File: config.mk
export PLATFORM = sky130hd
export DESIGN_NAME = uart_rx_os
export DESIGN_NICKNAME = d
export VERILOG_FILES = /design/src/rtl/uart_rx_os.sv
export SDC_FILE = /design/constraint.sdc
export NUM_CORES = 1
export LEC_CHECK = 0
export CAP_MARGIN = 5
export CORE_ASPECT_RATIO = 1.25
export CORE_MARGIN = 3
export CORE_UTILIZATION = 35
export CTS_CLUSTER_SIZE = 20
export DETAILED_ROUTE_END_ITERATION = 7
export PLACE_DENSITY_LB_ADDON = 0.25
export REMOVE_ABC_BUFFERS = 1
export SKIP_LAST_GASP = 1
export SLEW_MARGIN = 20
export SYNTH_ARGS = -nofsm -noshare
export SYNTH_HDL_FRONTEND = slang
export SYNTH_SLANG_ARGS = --single-unit
File: constraint.sdc
create_clock -name clock -period 5.9 [get_ports clock]
set_input_delay 1.18 -clock clock [delete_from_list [all_inputs] [get_ports clock]]
set_output_delay 1.18 -clock clock [all_outputs]
set_load 0.005 [all_outputs]
File: src/rtl/uart_rx_os.sv
// UART receiver: oversampled bit timing with 2-of-3 majority per bit, optional parity,
// 1 or 2 stop bits, break detection and a one-entry valid/ready holding register.
module uart_rx_os #(
  parameter int CLOCK_FREQ = 50000000,
  parameter int BAUD_RATE  = 9600,
  parameter int DATA_BITS  = 8,
  parameter int PARITY     = 0,
  parameter int STOP_BITS  = 1,
  parameter int OVERSAMPLE = 16
) (
  input  logic                 clock,
  input  logic                 reset_n,
  input  logic                 rx,
  output logic [DATA_BITS-1:0] rx_data,
  output logic                 rx_parity_err,
  output logic                 rx_frame_err,
  output logic                 rx_valid,
  input  logic                 rx_ready,
  output logic                 overrun,
  output logic                 break_det,
  output logic [2:0]           dbg_state
);
  // Handshake: a word transfers on the rising edge where rx_valid && rx_ready; from the
  // edge rx_valid rises until that transfer, rx_data and both flags do not change.
  localparam int TICK_DIV = CLOCK_FREQ / (BAUD_RATE * OVERSAMPLE);
  localparam int DIV_W    = (TICK_DIV > 1) ? $clog2(TICK_DIV) : 1;
  localparam int OS_W     = $clog2(OVERSAMPLE);
  localparam int M        = OVERSAMPLE / 2;
  localparam logic [DIV_W-1:0] DIV_LAST  = DIV_W'(TICK_DIV - 1);
  localparam logic [OS_W-1:0]  T_S0      = OS_W'(M - 1);
  localparam logic [OS_W-1:0]  T_S1      = OS_W'(M);
  localparam logic [OS_W-1:0]  T_DEC     = OS_W'(M + 1);
  localparam logic [OS_W-1:0]  T_END     = OS_W'(OVERSAMPLE - 1);
  localparam logic [3:0]       DATA_LAST = 4'(DATA_BITS - 1);
  localparam logic [3:0]       STOP_LAST = 4'(STOP_BITS - 1);

  typedef enum logic [2:0] {
    S_IDLE = 3'd0, S_START = 3'd1, S_DATA = 3'd2,
    S_PARITY = 3'd3, S_STOP = 3'd4, S_BREAK = 3'd5
  } state_t;

  state_t               r_state, w_next;
  logic                 r_sync1, r_sync2;
  logic [DIV_W-1:0]     r_div;
  logic [OS_W-1:0]      r_tick_cnt;
  logic [3:0]           r_bit_cnt;
  logic [DATA_BITS-1:0] r_shift;
  logic                 r_s0, r_s1, r_par_bit, r_perr, r_ferr, r_stop1;
  logic                 w_rx, w_tick, w_decide, w_bit_end, w_maj, w_start;
  logic                 w_stop1, w_done, w_break, w_good, w_load, w_drop;

  always_ff @(posedge clock or negedge reset_n) begin
    if (!reset_n) begin
      r_sync1 <= 1'b1;
      r_sync2 <= 1'b1;
    end else begin
      r_sync1 <= rx;
      r_sync2 <= r_sync1;
    end
  end

  assign w_rx      = r_sync2;
  assign w_tick    = (r_div == DIV_LAST);
  assign w_decide  = w_tick && (r_tick_cnt == T_DEC);
  assign w_bit_end = w_tick && (r_tick_cnt == T_END);
  assign w_maj     = (r_s0 & r_s1) | (r_s0 & w_rx) | (r_s1 & w_rx);
  assign w_start   = (r_state == S_IDLE) && !w_rx;
  assign dbg_state = r_state;

  always_ff @(posedge clock or negedge reset_n) begin
    if (!reset_n) r_state <= S_IDLE;
    else          r_state <= w_next;
  end

  always_comb begin
    w_next = r_state;
    case (r_state)
      S_IDLE:   if (!w_rx) w_next = S_START;
      S_START:  if (w_decide && w_maj) w_next = S_IDLE;
                else if (w_bit_end) w_next = S_DATA;
      S_DATA:   if (w_bit_end && (r_bit_cnt == DATA_LAST))
                  w_next = (PARITY != 0) ? S_PARITY : S_STOP;
      S_PARITY: if (w_bit_end) w_next = S_STOP;
      S_STOP:   if (w_done) w_next = w_break ? S_BREAK : S_IDLE;
      S_BREAK:  if (w_rx) w_next = S_IDLE;
      default:  w_next = S_IDLE;
    endcase
  end

  // Frame completes on the last stop bit's decision tick, not at the end of that bit.
  always_comb begin
    w_stop1 = (STOP_BITS == 1) ? w_maj : r_stop1;
    w_done  = (r_state == S_STOP) && w_decide && (r_bit_cnt == STOP_LAST);
    w_break = w_done && (r_shift == '0) && ((PARITY == 0) || !r_par_bit) && !w_stop1;
    w_good  = w_done && !w_break;
    w_load  = w_good && (!rx_valid || rx_ready);
    w_drop  = w_good && rx_valid && !rx_ready;
  end

  always_ff @(posedge clock or negedge reset_n) begin
    if (!reset_n) begin
      r_div      <= '0;
      r_tick_cnt <= '0;
      r_bit_cnt  <= '0;
      r_shift    <= '0;
      r_s0       <= 1'b1;
      r_s1       <= 1'b1;
      r_par_bit  <= 1'b0;
      r_perr     <= 1'b0;
      r_ferr     <= 1'b0;
      r_stop1    <= 1'b1;
    end else if (w_start) begin
      r_div      <= '0;
      r_tick_cnt <= '0;
      r_bit_cnt  <= '0;
      r_par_bit  <= 1'b0;
      r_perr     <= 1'b0;
      r_ferr     <= 1'b0;
      r_stop1    <= 1'b1;
    end else begin
      r_div <= w_tick ? '0 : r_div + 1'b1;
      if (w_tick) r_tick_cnt <= (r_tick_cnt == T_END) ? '0 : r_tick_cnt + 1'b1;
      if (w_tick && (r_tick_cnt == T_S0)) r_s0 <= w_rx;
      if (w_tick && (r_tick_cnt == T_S1)) r_s1 <= w_rx;
      if (w_decide) begin
        case (r_state)
          S_DATA:   r_shift <= {w_maj, r_shift[DATA_BITS-1:1]};
          S_PARITY: begin
            r_par_bit <= w_maj;
            r_perr    <= ^r_shift ^ w_maj ^ (PARITY == 2);
          end
          S_STOP: begin
            if (!w_maj) r_ferr <= 1'b1;
            if (r_bit_cnt == 4'd0) r_stop1 <= w_maj;
          end
          default: ;
        endcase
      end
      if (w_bit_end && ((r_state == S_DATA) || (r_state == S_STOP)))
        r_bit_cnt <= ((r_state == S_DATA) && (r_bit_cnt == DATA_LAST)) ? '0 : r_bit_cnt + 1'b1;
    end
  end

  always_ff @(posedge clock or negedge reset_n) begin
    if (!reset_n) begin
      rx_data       <= '0;
      rx_parity_err <= 1'b0;
      rx_frame_err  <= 1'b0;
      rx_valid      <= 1'b0;
      overrun       <= 1'b0;
      break_det     <= 1'b0;
    end else begin
      overrun   <= w_drop;
      break_det <= w_done && w_break;
      if (w_load) begin
        rx_data       <= r_shift;
        rx_parity_err <= r_perr;
        rx_frame_err  <= r_ferr | !w_maj;
        rx_valid      <= 1'b1;
      end else if (rx_valid && rx_ready) begin
        rx_valid <= 1'b0;
      end
    end
  end
endmodule

==> impl_summary.log, run 1 <==
[metrics] Min Clock Period, post-route: about 2600 ps
[metrics] mean post-synth cell area: between 10 and 15 µm²
[metrics] unrepaired setup endpoints after global routing: false
[metrics] die width: about 81 µm
[metrics] final critical-path share of the clock period: 44.78%
[metrics] Total Die Area: 8099 µm²
[metrics] Largest delay share family, worst path: flip-flops
[metrics] kind of path behind the tightest hold check: reg -> reg
[metrics] area share of the leading cell type in the synthesized netlist: a little over two fifths
[metrics] worst endpoint required time: between 4000 and 5000 ps
[metrics] flop and latch count out of synthesis: 47
[metrics] area taken by multi-input logic gates: about 1200 µm²
[metrics] critical path cell sequence: clkdlybuf4s50_1
[metrics] fmax: about 380 MHz
[metrics] most area-consuming cells after synthesis: dfrtp_1, ha_1, mux2_4, dfstp_2, o21ai_0
[metrics] Max Cap Viol: 0
[metrics] drt via density: between 5 and 6
[metrics] first-pass GRT wire length: 7.631 mm
[metrics] Buf/Inv on CP: 1
[metrics] result of the run: finished, final reports clean
[metrics] antenna diode instance count: 0
[metrics] buffers inserted during post-CTS setup optimization: 0
[metrics] largest fanout on the critical path: 12
[metrics] First-pass DRT Iterations: 4
[metrics] finished layout cell area: roughly 2800 µm²
[metrics] Relative slew margins: a little under a quarter
[metrics] flop2flop setup slack: between 3000 and 4000 ps
[metrics] post-cts sizing count: 0
[metrics] Total GRT Usage: 12.00%
[metrics] count of yosys warnings during synthesis: 0
[metrics] power density of the placed cells: between 200 and 250 nW/µm²
[metrics] arrival time at the worst endpoint: 1460 ps
[metrics] clock sink count: between 40 and 50
[metrics] number of DRC violations after detailed-routing iteration 0: a little over 80
[metrics] share of synthesized area occupied by flip-flops and latches: between 40 and 50%
[metrics] slew at the pin closest to its max-slew limit: 1135 ps
[metrics] initial antenna violation count: 0
[metrics] vias in the first global route: approximately 1,600
[metrics] total power consumption of the routed design: 0.5765 mW
[metrics] Max stage delay cell, worst path: dfrtp_1
[metrics] P_leak: between 1 and 1.5 nW
[metrics] sum of overflow across all layers after global routing: 0
[metrics] top-count cell post-synth: dfrtp_1
[metrics] share of cells above drive strength 1: 11.67%
[metrics] wire per inst: 13.22 µm
[metrics] Residual DRC: 0
[metrics] clock tree from TritonCTS: yes
[metrics] global placer's final weighted congestion: about 0.8
[metrics] row count: 33
[metrics] final count of negative-setup-slack endpoints: 0
[metrics] final setup TNS: 0 ps
[metrics] VDD IR-drop max: 102.4 µV
[metrics] count of flip-flops with a built-in enable after synthesis: 0
[metrics] WS Path Type: reg -> out
[metrics] number of buffers created by CTS: 5
[metrics] number of buffers between clock root and the deepest sink: 2
[metrics] max-slew violation count: 0
[metrics] root buf cell: clkbuf_8
[metrics] cell accounting for the most synthesized area: dfrtp_1
[metrics] ranking of synthesized cells by instance count: dfrtp_1, nor2_1, o21ai_0, nand2_1, inv_1
[metrics] number of cells produced by synthesis: 237
[metrics] worst-case hold slack: between 300 and 400 ps
[metrics] DRT Wirelength: 4.548 mm
[metrics] placed cell area: between 2000 and 3000 µm²
[metrics] Die Y-Extent: around 100 µm
[metrics] Fillers: between 600 and 700
[metrics] area grow syn2layout: 14.91%
[metrics] clock network latency to the later pin of the worst-skew pair: 300 ps
[metrics] biggest cell delay along the critical path: a little under 600 ps
[metrics] kind of start point of the critical path: flop
[metrics] Seq. cell area: around 1200 µm²
[metrics] Layout Skew: between 10 and 15 ps
[metrics] nets@finish: between 200 and 300
[metrics] critical path endpoint category: output port
[metrics] Initial Util: 36.89%
[metrics] post-route core utilization: a little over two fifths
[metrics] most frequently used flop master after synthesis: dfrtp_1
[metrics] Core Area: about 6700 µm²
[metrics] Distinct cells, synth: 47
[metrics] Clock transition at path regs: approximately 90 ps
[metrics] DRT antenna net count: 0
[metrics] H-tree depth reported by CTS: 2
[metrics] number of hold buffers added after CTS: 0
[metrics] netlist area before placement: approximately 2500 µm²
[metrics] final-report hold violation count: 0
[metrics] number of buffers inserted by port buffering: 19
[metrics] proportion of synthesized flip-flops having asynchronous set or reset: between 90% and 100%
[metrics] pin count of the biggest net entering global routing: 48
[metrics] vias after detailed routing: between 1,500 and 2,000
[metrics] detailed placement HPWL: between 3 and 4 mm
[metrics] boundary pin count: 20
## metrics by stage
step           instances  worst slack (ps)
4_1_cts              344              3253
3_5_place_dp         336              3016
5_1_grt              344              3175
3_3_place_gp         336              3055
6_report             344              3258
2_1_floorplan        230              3620
## flip-flops by register name, summed over array words and instances (netlist names), 3 cells and up
signal and count:
r_tick_cnt 4, r_div 9, r_bit_cnt 4, r_shift 8, rx_data 8, dbg_state 3
## cells by family (layout without fill, tap and decap cells)
group,count (synthesis),after routing,synth area share [%]
adders and majority gates,12,12,6.034
and+or+nand+nor,93,93,21.55
DFF,47,47,47.87
AOI/OAI and AO/OA,36,36,8.621
xor gates and xnor gates,14,14,4.970
buffers and inverters,23,43,4.209
muxes,12,12,6.744
## layout by cell type (no fill, tap or decap), types with 3 or more instances in the layout
master,count
mux2_4,9
o21ai_0,18
nand2_1,17
nand4_1,5
nor3_1,5
dfrtp_1,43
clkbuf_8,5
nand3b_1,6
ha_1,11
xnor2_1,6
and2_1,3
clkdlybuf4s50_1,18
inv_1,16
nand3_1,12
a21oi_1,7
nor2_1,19
dfstp_2,4
xor2_1,8
and3_1,6
## per-layer routing
metal  wire (µm)  vias up  GRT usage, %  part of all wire [%]
li1            -      867             -                     -
met3         107        7         2.154                   2.4
met5           0        -             0                     0
met1        2168      827         15.40                    48
met2        2187       20         19.67                    48
met4          85        0         5.072                   1.9
## final cells by class
cell class | count | area share, %
Sequential cell | 47 | 41.66
Timing Repair Buffer | 19 | 6.620
Inverter | 16 | 2.118
Tap cell | 87 | 3.839
Clock inverter | 3 | 1.633
Multi-Input combinational cell | 167 | 41.70
Clock buffer | 5 | 2.427
## power by group
| group | internal, mW | switching (mW) | total [mW] |
|---|---|---|---|
| combinational | 0.00212 | 0.00664 | 0.00877 |
| clock | 0.128 | 0.116 | 0.243 |
| sequential | 0.323 | 0.00104 | 0.324 |
## worst paths after layout
| path | from | end | depth (start not counted) |
|---|---|---|---|
| worst max-delay path | dbg_state[2] | dbg_state[2] | 1 |
| worst min-delay path | r_sync1 | r_sync2 | 0 |
| min in group asynchronous | reset_n | r_shift[1] | 1 |
| max in group asynchronous | reset_n | r_tick_cnt[1] | 1 |
| worst max register to register | r_bit_cnt[0] | rx_data[1] | 6 |
| worst min register to register | r_sync1 | r_sync2 | 0 |
(Power assumes the default switching activity.)
==> run 2: changes to the inputs <==
Clock period 5.9 ns to 2.6 ns, I/O delays scaled along.
==> impl_summary.log, run 2 (synthesis gave the netlist of run 1 again) <==
[metrics] pin count of the biggest net entering global routing: 31
[metrics] final-report hold violation count: 0
[metrics] antenna diode instance count: 0
[metrics] global placer's final weighted congestion: between 0.7 and 0.8
[metrics] Non-Filler Instances: between 300 and 400
[metrics] clock tree from TritonCTS: yes
[metrics] drt via density: between 4 and 5
[metrics] Clock transition at path regs: ~100 ps
[metrics] most frequent cells in the layout: dfrtp_1, nor2_1, o21ai_0, clkdlybuf4s50_1, nand2_1
[metrics] critical path endpoint category: flop
[metrics] Core Area: approximately 6700 µm²
[metrics] largest registers: r_div (9), r_shift (8), rx_data (8)
[metrics] Max Cap Viol: 0
[metrics] Buf/Inv on CP: 2
[metrics] max reg flops: 9
[metrics] row count: 33
[metrics] worst-case hold slack: about 250 ps
[metrics] critical path cell sequence: inv_1, ha_1, nor3b_1, nand4_1, and4b_1, buf_4, mux2_4
[metrics] number of hold buffers added after CTS: 0
[metrics] sum of overflow across all layers after global routing: 0
[metrics] first-pass GRT wire length: between 7 and 8 mm
[metrics] Layout Skew: ~18 ps
[metrics] number of buffers inserted by port buffering: 19
[metrics] Total Die Area: 8099 µm²
[metrics] First-pass DRT Iterations: 4
[metrics] DRT antenna net count: 0
[metrics] unrepaired setup endpoints after global routing: false
[metrics] Largest delay share family, worst path: simple AND/OR/NAND/NOR gates
[metrics] setup slack after placement: 471.2 ps
[metrics] fmax: ~460 MHz
[metrics] kind of path behind the tightest hold check: in -> async
[metrics] P_leak: ~1.2 nW
[metrics] worst endpoint required time: 2790 ps
[metrics] slew at the pin closest to its max-slew limit: a little under 700 ps
[metrics] arrival time at the worst endpoint: 2340 ps
[metrics] VDD IR-drop max: about 200 µV
[metrics] wire per inst: ~13 µm
[metrics] placed cell area: 2755 µm²
[metrics] number of buffers between clock root and the deepest sink: 2
[metrics] DRT Wirelength: ~4.6 mm
[metrics] share of cells above drive strength 1: between 10% and 20%
[metrics] Max stage delay cell, worst path: dfrtp_1
[metrics] nets@finish: 276
[metrics] kind of start point of the critical path: flop
[metrics] Residual DRC: 0
[metrics] H-tree depth reported by CTS: 2
[metrics] final critical-path share of the clock period: slightly above 80%
[metrics] power density of the placed cells: 455.5 nW/µm²
[metrics] largest fanout on the critical path: 10
[metrics] boundary pin count: 20
[metrics] final count of negative-setup-slack endpoints: 0
[metrics] WS Path Type: reg -> reg
[metrics] slack of the critical path: 448.7 ps
[metrics] buffers inserted during post-CTS setup optimization: 0
[metrics] Relative slew margins: a little over half
[metrics] register with the most flip-flops: r_div
[metrics] vias after detailed routing: about 1,700
[metrics] number of buffers created by CTS: 5
[metrics] clock sink count: 47
[metrics] Placed Instances: 341
[metrics] finished layout cell area: between 2000 and 3000 µm²
[metrics] Min Clock Period, post-route: 2151 ps
[metrics] detailed placement HPWL: between 3 and 4 mm
[metrics] root buf cell: clkbuf_8
[metrics] clock network latency to the later pin of the worst-skew pair: around 310 ps
[metrics] result of the run: finished, final reports clean
[metrics] die width: ~81 µm
[metrics] Initial Util: roughly 37%
[metrics] leading cell type in the layout, fill and taps excluded: dfrtp_1
[metrics] final setup TNS: 0 ps
[metrics] number of DRC violations after detailed-routing iteration 0: 71
[metrics] Total GRT Usage: 12.36%
[metrics] Die Y-Extent: between 90 and 100 µm
[metrics] max-slew violation count: 0
[metrics] post-cts sizing count: 0
[metrics] initial antenna violation count: 0
[metrics] biggest cell delay along the critical path: 430 ps
[metrics] vias in the first global route: roughly 1,700
[metrics] area grow syn2layout: 16.33%
[run 2: cell types whose count changed in the layout (fill, tap and decap cells not counted)]
cell,change
buf_4,+4
buf_2,+1
[run 2: per-stage QoR]
step                utilization (%)  power [mW]
floorplan                         -      0.7515
global placement              41.19      0.7735
detailed placement            41.19      0.7739
CTS                           42.91       1.328
global route                  42.91       1.358
finish                        42.91       1.307
[run 2: final timing paths]
kind                               from          to  slack [ps]  cells after the start
min in group clock              r_sync1     r_sync2         360                      0
max                        r_bit_cnt[0]  rx_data[0]         450                      7
max in group asynchronous       reset_n     r_sync2        1680                      2
max reg2reg                r_bit_cnt[0]  rx_data[0]         450                      7
min                             reset_n  r_shift[4]         250                      1
min reg2reg                     r_sync1     r_sync2         360                      0
[run 2: routing by layer]
layer / track usage, % / wire, µm
met1: 16.17 / 2189
met3: 1.885 / 126
met5: 0 / 0
met4: 4.681 / 63
met2: 20.43 / 2201
[run 2: final cells by class]
class	instances	area, µm²
clock inverter	3	46.29
sequential	47	1181
timing repair buffer	24	222.7
clock buffer	5	68.82
fill	633	3819
tap	87	108.9
multi-input combinational	167	1182
inverter	16	60.06
[run 2: power by group]
part	switching, mW	internal (mW)	total (mW)
Sequential	0.00254	0.733	0.736
Combinational	0.0155	0.00632	0.0218
Clock	0.260	0.290	0.550
